### src/rtl/game_pkg.sv
// Shared types and defaults for the game-flow controller.
// State encoding 6 is used only when GAME_FSM_PAUSE_EN is defined.
package game_pkg;

  typedef enum logic [2:0] {
    OFF   = 3'd0,
    WLCM  = 3'd1,
    CH    = 3'd2,
    GAME  = 3'd3,
    WL    = 3'd4,
    PA    = 3'd5,
    PAUSE = 3'd6
  } state_t;

  localparam logic [1:0] RES_NONE = 2'b00;
  localparam logic [1:0] RES_LOST = 2'b01;
  localparam logic [1:0] RES_WON  = 2'b10;

  localparam int DEF_KEY_PWR   = 10;
  localparam int DEF_KEY_START = 13;
  localparam int DEF_KEY_YES   = 15;
  localparam int DEF_KEY_NO    = 14;
  localparam int DEF_KEY_PAUSE = 12;

  // Only 01 and 10 are real outcomes; 00/11 mean the game is still running.
  function automatic logic res_valid(input logic [1:0] w);
    return (w == RES_LOST) || (w == RES_WON);
  endfunction

endpackage

### src/rtl/game_fsm_ctrl_if.sv
// Keypad/status inputs and state/timer outputs of the game-flow controller.
// master = keypad decoder + game datapath side, slave = controller.
interface game_fsm_ctrl_if #(
  parameter int KEY_W = 5,
  parameter int CNT_W = 8
);
  import game_pkg::*;

  logic             keypad_pressed;
  logic [KEY_W-1:0] key;
  logic [1:0]       W_or_L;
  state_t           presente;
  logic             state_chg;
  logic [1:0]       result;
  logic             tick;
  logic [CNT_W-1:0] ticks_in_state;

  modport master (
    output keypad_pressed, key, W_or_L,
    input  presente, state_chg, result, tick, ticks_in_state
  );

  modport slave (
    input  keypad_pressed, key, W_or_L,
    output presente, state_chg, result, tick, ticks_in_state
  );
endinterface

### src/rtl/game_fsm_ctrl_tick_gen.sv
// Free-running divider producing a one-cycle tick every CLK_HZ/TICK_HZ clocks.
module tick_gen #(
  parameter int CLK_HZ  = 27000000,
  parameter int TICK_HZ = 1
) (
  input  logic clk,
  input  logic rst,
  output logic tick
);
  localparam int DIV = CLK_HZ / TICK_HZ;
  localparam int CW  = (DIV > 1) ? $clog2(DIV) : 1;

  logic [CW-1:0] r_cnt;
  logic          w_term;

  assign w_term = (r_cnt == CW'(DIV - 1));
  assign tick   = w_term;

  // divider count, wraps at the terminal value
  always_ff @(posedge clk) begin
    if (rst)         r_cnt <= '0;
    else if (w_term) r_cnt <= '0;
    else             r_cnt <= r_cnt + 1'b1;
  end
endmodule

### src/rtl/game_fsm_ctrl.sv
// Game-flow controller: OFF/WLCM/CH/GAME/WL/PA driven by keypad edges and
// hold/timeout timers on a shared tick counter.
// Optional: GAME_FSM_PAUSE_EN adds a PAUSE state that freezes the counter.
module game_fsm_ctrl
  import game_pkg::*;
#(
`ifdef GAME_FSM_PAUSE_EN
  parameter int KEY_PAUSE   = DEF_KEY_PAUSE,
`endif
  parameter int CLK_HZ      = 27000000,
  parameter int TICK_HZ     = 1,
  parameter int KEY_W       = 5,
  parameter int KEY_PWR     = DEF_KEY_PWR,
  parameter int KEY_START   = DEF_KEY_START,
  parameter int KEY_YES     = DEF_KEY_YES,
  parameter int KEY_NO      = DEF_KEY_NO,
  parameter int RESULT_HOLD = 3,
  parameter int WL_HOLD     = 10,
  parameter int PA_TIMEOUT  = 15,
  parameter int CNT_W       = 8
) (
  input  logic            clk,
  input  logic            rst,
  game_fsm_ctrl_if.slave  bus
);
  state_t           r_state, w_nxt;
  logic             r_prev, r_chg;
  logic [1:0]       r_res;
  logic [CNT_W-1:0] r_cnt;
  logic             w_tick, w_evt, w_valid, w_pause_hop;
  logic             w_k_pwr, w_k_start, w_k_yes, w_k_no;

  tick_gen #(.CLK_HZ(CLK_HZ), .TICK_HZ(TICK_HZ)) u_tick (
    .clk (clk),
    .rst (rst),
    .tick(w_tick)
  );

  // one action per press: rising edge of the held level only
  assign w_evt     = bus.keypad_pressed & ~r_prev;
  assign w_valid   = res_valid(bus.W_or_L);
  assign w_k_pwr   = w_evt && (bus.key == KEY_W'(KEY_PWR));
  assign w_k_start = w_evt && (bus.key == KEY_W'(KEY_START));
  assign w_k_yes   = w_evt && (bus.key == KEY_W'(KEY_YES));
  assign w_k_no    = w_evt && (bus.key == KEY_W'(KEY_NO));

`ifdef GAME_FSM_PAUSE_EN
  logic w_k_pause;
  assign w_k_pause   = w_evt && (bus.key == KEY_W'(KEY_PAUSE));
  assign w_pause_hop = ((r_state == GAME) && (w_nxt == PAUSE)) ||
                       ((r_state == PAUSE) && (w_nxt == GAME));
`else
  assign w_pause_hop = 1'b0;
`endif

  // next state: key actions first, timer transitions only in the final else
  always_comb begin
    w_nxt = r_state;
    case (r_state)
      OFF:  if (w_k_pwr) w_nxt = WLCM;
      WLCM: if (w_k_pwr) w_nxt = OFF;
            else if (w_k_start) w_nxt = CH;
      CH:   if (w_k_pwr) w_nxt = OFF;
            else if (w_k_start) w_nxt = GAME;
      GAME: if (w_k_pwr) w_nxt = OFF;
`ifdef GAME_FSM_PAUSE_EN
            else if (w_k_pause) w_nxt = PAUSE;
`endif
            else if (w_valid && (r_cnt == CNT_W'(RESULT_HOLD))) w_nxt = WL;
      WL:   if (w_k_pwr) w_nxt = OFF;
            else if (r_cnt == CNT_W'(WL_HOLD)) w_nxt = PA;
      PA:   if (w_k_pwr) w_nxt = OFF;
            else if (w_k_yes) w_nxt = GAME;
            else if (w_k_no) w_nxt = WLCM;
            else if ((PA_TIMEOUT != 0) && (r_cnt == CNT_W'(PA_TIMEOUT))) w_nxt = WLCM;
`ifdef GAME_FSM_PAUSE_EN
      PAUSE: if (w_k_pwr) w_nxt = OFF;
             else if (w_k_pause) w_nxt = GAME;
`endif
      default: w_nxt = OFF;
    endcase
  end

  // state register, change strobe and key-edge history
  always_ff @(posedge clk) begin
    if (rst) begin
      r_state <= OFF;
      r_chg   <= 1'b0;
      r_prev  <= 1'b0;
    end else begin
      r_state <= w_nxt;
      r_chg   <= (w_nxt != r_state);
      r_prev  <= bus.keypad_pressed;
    end
  end

  // result latch: captured leaving GAME for WL, cleared on a fresh GAME entry
  always_ff @(posedge clk) begin
    if (rst)
      r_res <= RES_NONE;
    else if ((r_state == GAME) && (w_nxt == WL))
      r_res <= bus.W_or_L;
    else if ((w_nxt == GAME) && ((r_state == CH) || (r_state == PA)))
      r_res <= RES_NONE;
  end

  // shared tick counter; in GAME it only runs while a result is presented
  always_ff @(posedge clk) begin
    if (rst)
      r_cnt <= '0;
    else if (w_nxt != r_state)
      r_cnt <= w_pause_hop ? r_cnt : '0;
    else if ((r_state == GAME) && !w_valid)
      r_cnt <= '0;
    else if (w_tick && (r_state != PAUSE) && (r_cnt != '1))
      r_cnt <= r_cnt + 1'b1;
  end

  assign bus.presente       = r_state;
  assign bus.state_chg      = r_chg;
  assign bus.result         = r_res;
  assign bus.tick           = w_tick;
  assign bus.ticks_in_state = r_cnt;
endmodule

### src/flat_wrapper.sv
// flat-port wrapper written by rule: the top's interface ports become plain ports
module game_fsm_ctrl_flat import game_pkg::*;
#(

  parameter int CLK_HZ      = 27000000,
  parameter int TICK_HZ     = 1,
  parameter int KEY_W       = 5,
  parameter int KEY_PWR     = DEF_KEY_PWR,
  parameter int KEY_START   = DEF_KEY_START,
  parameter int KEY_YES     = DEF_KEY_YES,
  parameter int KEY_NO      = DEF_KEY_NO,
  parameter int RESULT_HOLD = 3,
  parameter int WL_HOLD     = 10,
  parameter int PA_TIMEOUT  = 15,
  parameter int CNT_W       = 8
)
  (clk, rst, bus_keypad_pressed, bus_key, bus_W_or_L, bus_presente, bus_state_chg, bus_result, bus_tick, bus_ticks_in_state);
  game_fsm_ctrl_if #(.KEY_W(KEY_W), .CNT_W(CNT_W)) bus_i ();
  input  logic clk;
  input  logic rst;
  input wire logic [$bits(bus_i.keypad_pressed)-1:0] bus_keypad_pressed;
  input wire logic [$bits(bus_i.key)-1:0] bus_key;
  input wire logic [$bits(bus_i.W_or_L)-1:0] bus_W_or_L;
  output wire logic [$bits(bus_i.presente)-1:0] bus_presente;
  output wire logic [$bits(bus_i.state_chg)-1:0] bus_state_chg;
  output wire logic [$bits(bus_i.result)-1:0] bus_result;
  output wire logic [$bits(bus_i.tick)-1:0] bus_tick;
  output wire logic [$bits(bus_i.ticks_in_state)-1:0] bus_ticks_in_state;
  assign bus_i.keypad_pressed = bus_keypad_pressed;
  assign bus_i.key = bus_key;
  assign bus_i.W_or_L = bus_W_or_L;
  assign bus_presente = bus_i.presente;
  assign bus_state_chg = bus_i.state_chg;
  assign bus_result = bus_i.result;
  assign bus_tick = bus_i.tick;
  assign bus_ticks_in_state = bus_i.ticks_in_state;
  game_fsm_ctrl #(.CLK_HZ(CLK_HZ), .TICK_HZ(TICK_HZ), .KEY_W(KEY_W), .KEY_PWR(KEY_PWR), .KEY_START(KEY_START), .KEY_YES(KEY_YES), .KEY_NO(KEY_NO), .RESULT_HOLD(RESULT_HOLD), .WL_HOLD(WL_HOLD), .PA_TIMEOUT(PA_TIMEOUT), .CNT_W(CNT_W)) u_core (.clk(clk), .rst(rst), .bus(bus_i));
endmodule
### config.mk
export PLATFORM = sky130hd
export DESIGN_NAME = game_fsm_ctrl_flat
export DESIGN_NICKNAME = d
export VERILOG_FILES = /design/src/rtl/game_pkg.sv /design/src/rtl/game_fsm_ctrl_if.sv /design/src/rtl/game_fsm_ctrl_tick_gen.sv /design/src/rtl/game_fsm_ctrl.sv /design/src/flat_wrapper.sv
export SDC_FILE = /design/constraint.sdc
export NUM_CORES = 1
export LEC_CHECK = 0
export CAP_MARGIN = 30
export CORE_MARGIN = 1.5
export CORE_UTILIZATION = 50
export DETAILED_ROUTE_END_ITERATION = 10
export GPL_TIMING_DRIVEN = 0
export MAX_ROUTING_LAYER = met4
export PLACE_DENSITY = 0.76
export SYNTH_ARGS = -nofsm -noshare
export SYNTH_HDL_FRONTEND = slang
export SYNTH_SLANG_ARGS = --single-unit
### constraint.sdc
create_clock -name clk -period 2.2 [get_ports clk]
set_input_delay 0.66 -clock clk [delete_from_list [all_inputs] [get_ports clk]]
set_output_delay 0.66 -clock clk [all_outputs]
set_load 0.01 [all_outputs]
==> impl_metrics.ini <==
[logic_synthesis]
synthTopCellsByArea = dfxtp_1 (38%), nor2_1 (7.4%), xor2_1 (7.1%), xnor2_1 (5.4%), nand2_1 (3.6%)
synth_largest_type_area_fraction_pct = 38.25
combinational_family_with_the_most_area_after_synthesis = simple AND/OR/NAND/NOR gates
post-synth-top-area-cell = dfxtp_1
post_synth_num_cell_types = 50
synth.area.mux_share_pct = 0.4782
synth_xor_xnor_area_share_pct = 12.55
synth_compound_area_share_pct = 8.488
mappedNetlistNets = 265
synth.yosys.seq_area_share_pct = 38.25
post_synth_inst_count = 252
synth_simple_gate_area_share_pct = 33.59
avgSynthCellArea_sq_um = 8.307
post_synth_edffs = 0
post_synth_instance_area_sq_um = 2093
yosysWarningCount = 0
ys_seq_elements = 40
async_flop_share_pct = 0
synth_ff_type = dfxtp_1
synth_area_in_adders_pct = 2.271

[setup_path]
timing.critical_path.from_type = register
cp_cell_sequence = or4b_4 -> or3_4 -> nor4_4 -> buf_2
cp-end-kind = primary output
arrival_ns = 1.91
criticalPathCategory = register to primary output
rrSetupSlack_ns = -0.06
r2r_cells = 7
cpPeakStageDelay_ns = 0.51
reg2reg_to = u_core.bus.ticks_in_state[7]
timing.rr.start = u_core.u_tick.r_cnt[6]
timing.critical_path.required_ns = 1.54
timing.critical_path.fanout_max = 2
slowest_stage = or4b_4
crit_path_start = u_core.u_tick.r_cnt[6]

[timing]
whs_ns = 0.4752
finalHoldViolCount = 0
timing.final.setup_violations = 5
timing.max_slew.rel_slack_pct = 48.13
final-max-slew-violation-count = 0
max_slew.worst_pin.slew_ns = 0.7722
period_minus_slack_ns = 2.566
setup_slack_ns = -0.3663
grt_setup_unrepaired = true
min_period_over_period_pct = 116.6
max_freq_ghz = 0.3897
clock-skew-final_ns = 0.008115

[place]
routabilityCongestion = 0.8791
placedInstanceArea_sq_um = 2417
hpwlAfterDp_microns = 3131
port_buffers = 24
worst_slack_at_placement_ns = -0.7087
place_inst = 326

[clock_tree]
clock_sinks = 40
root_buffer = clkbuf_8
clock_transition_at_the_register_clock_pins_on_the_worst_setup_and_hold_paths_after_cts_ns = 0.07
clockBufferDepth = 2
h-tree-depth = 2
clock_latency_ns = 0.29
cts-buffers-inserted = 5
clock_tree_from_tritoncts = built

[layout]
instances_no_fill = 343
seqCellArea_sq_um = 810.8
commonest_cells_after_routing_fill_and_taps_aside = dfxtp_1 (36), nor2_1 (32), nand2_1 (19)
drive_above_1_share_pct = 19.80
finish.instance_area_sq_um = 2818
fill_cells = 310
multiInputGateArea_sq_um = 1393
flow.area_growth_from_synthesis_pct = 34.61
fin_nets = 305
n_antenna_cell = 0
layout.cells.most_common = dfxtp_1

[drt]
first_pass_drt_iterations = 5
avgViaCountPerCell = 5.542
route.detailed.wl_per_inst_microns = 13.83
remaining_drc_errors = 0
drt.antenna.violating_nets = 0
dr_total_vias = 1901
routed_wirelength_microns = 4743
dr.first_iter.drc_count = 212

[floorplan]
floorplan.die.height_microns = 67.71
area_of_the_die_sq_um = 4584
die_x_microns = 67.71
initial_utilization_pct = 52.33
floorplan.io_pins = 25
core_area_sq_um = 4000
placement_rows = 23

[global_route]
global_route.overflow_total = 0
grt_pass1_wl_microns = 7969
gr-usage-all-layers_pct = 23.69
maximum_number_of_pins_on_one_net_before_global_route_repair = 13
via_count_of_the_first_global_routing_pass = 1847
initial_antenna_violation_count = 0

[outcome]
status = finished with violations
failed_checks = negative setup slack

[hold_path]
worst_hold_path.endpoint = u_core.bus.result[0]
hold-path-cell-count = 2
hold_path_class = register to register
min_from = u_core.bus.result[0]

[power_and_ir_drop]
leakagePower_nw = 1.021
post-layout-total-power_w = 0.001327
vdd.ir_drop.worst_mv = 0.4201
power.density_nw_per_um2 = 471.0

[job]
maxCapViolCount = 0
## critical path: cells and delay by family (launching register included)
family	cells	cell delay, ns
buf+inv	1	0.18
flops	1	0.34
simple gates	3	1.09
## layout make-up
cell class	instances	share of cell area (%)
Multi-Input combinational cell	192	49.42
Sequential cell	40	28.77
Timing Repair Buffer	35	12.97
Clock buffer	6	2.931
Tap cell	50	2.220
Buffer	8	1.998
Inverter	10	1.332
Clock inverter	2	0.3552
## what timing repair did
item	CTS	global route
gates cloned	1	1
buffers inserted	28	2
resized for setup	40	25
pin swaps	15	9
endpoints found under the setup margin	33	37
hold buffers	0	0
## registers in the layout (all words and copies together) (netlist names)
signal	cells
u_core.bus.presente	3
u_core.r_prev	1
u_core.u_tick.r_cnt	25
u_core.bus.ticks_in_state	8
u_core.bus.result	2
u_core.bus.state_chg	1
## cell families (layout without fill, tap and decap cells)
kind of cell             after synthesis  after routing
XOR/XNOR                              30             30
buffers and inverters                 20             61
adder cells (fa/ha/maj)                4              4
AO/OA/AOI/OAI                         26             26
multiplexers                           1              1
AND/OR/NAND/NOR                      131            131
flip-flops                            40             40
## layer usage
layer	track usage [%]	wire length, microns
met2	41.67	2375
met5	-	0
met1	26.18	2096
met4	7.908	84
met3	5.500	186
## metrics by stage
step            TNS, ns  util, %
6_report        -0.5217    70.44
5_1_grt          -1.194    70.44
4_1_cts          -4.001    69.00
3_5_place_dp     -9.256    60.43
3_3_place_gp     -9.035    60.43
2_1_floorplan  -0.01662        -
## cells in the mapped netlist (3+ instances only)
cell / n
nor4_1: 4
dfxtp_1: 40
or3_1: 3
clkbuf_1: 6
ha_1: 3
or4_1: 3
nand4_1: 10
nand2_1: 20
nand3_1: 14
a21oi_1: 4
nor2b_1: 4
nor3_1: 5
nand2b_1: 3
inv_1: 10
xnor2_1: 13
xor2_1: 17
nand3b_1: 4
o21ai_0: 6
nor2_1: 41
## worst max path at each step
stage / endpoint / depth (start not counted) / slack (ns)
floorplan: bus_tick / 3 / -0.02
global placement: u_core.bus.ticks_in_state[6] / 7 / -0.67
detailed placement: u_core.bus.ticks_in_state[6] / 7 / -0.71
CTS: bus_tick / 4 / -0.37
global route: bus_tick / 4 / -0.41
finish: bus_tick / 4 / -0.37
## where the power goes
part	leakage (nW)	switching (W)	internal [W]
combinational	0.645	0.0000453	0.0000486
sequential	0.326	0.00000630	0.000727
clock	0.0510	0.000250	0.000250
total	1.02	0.000302	0.00103
Note: power is estimated with default switching activity, not from simulation.
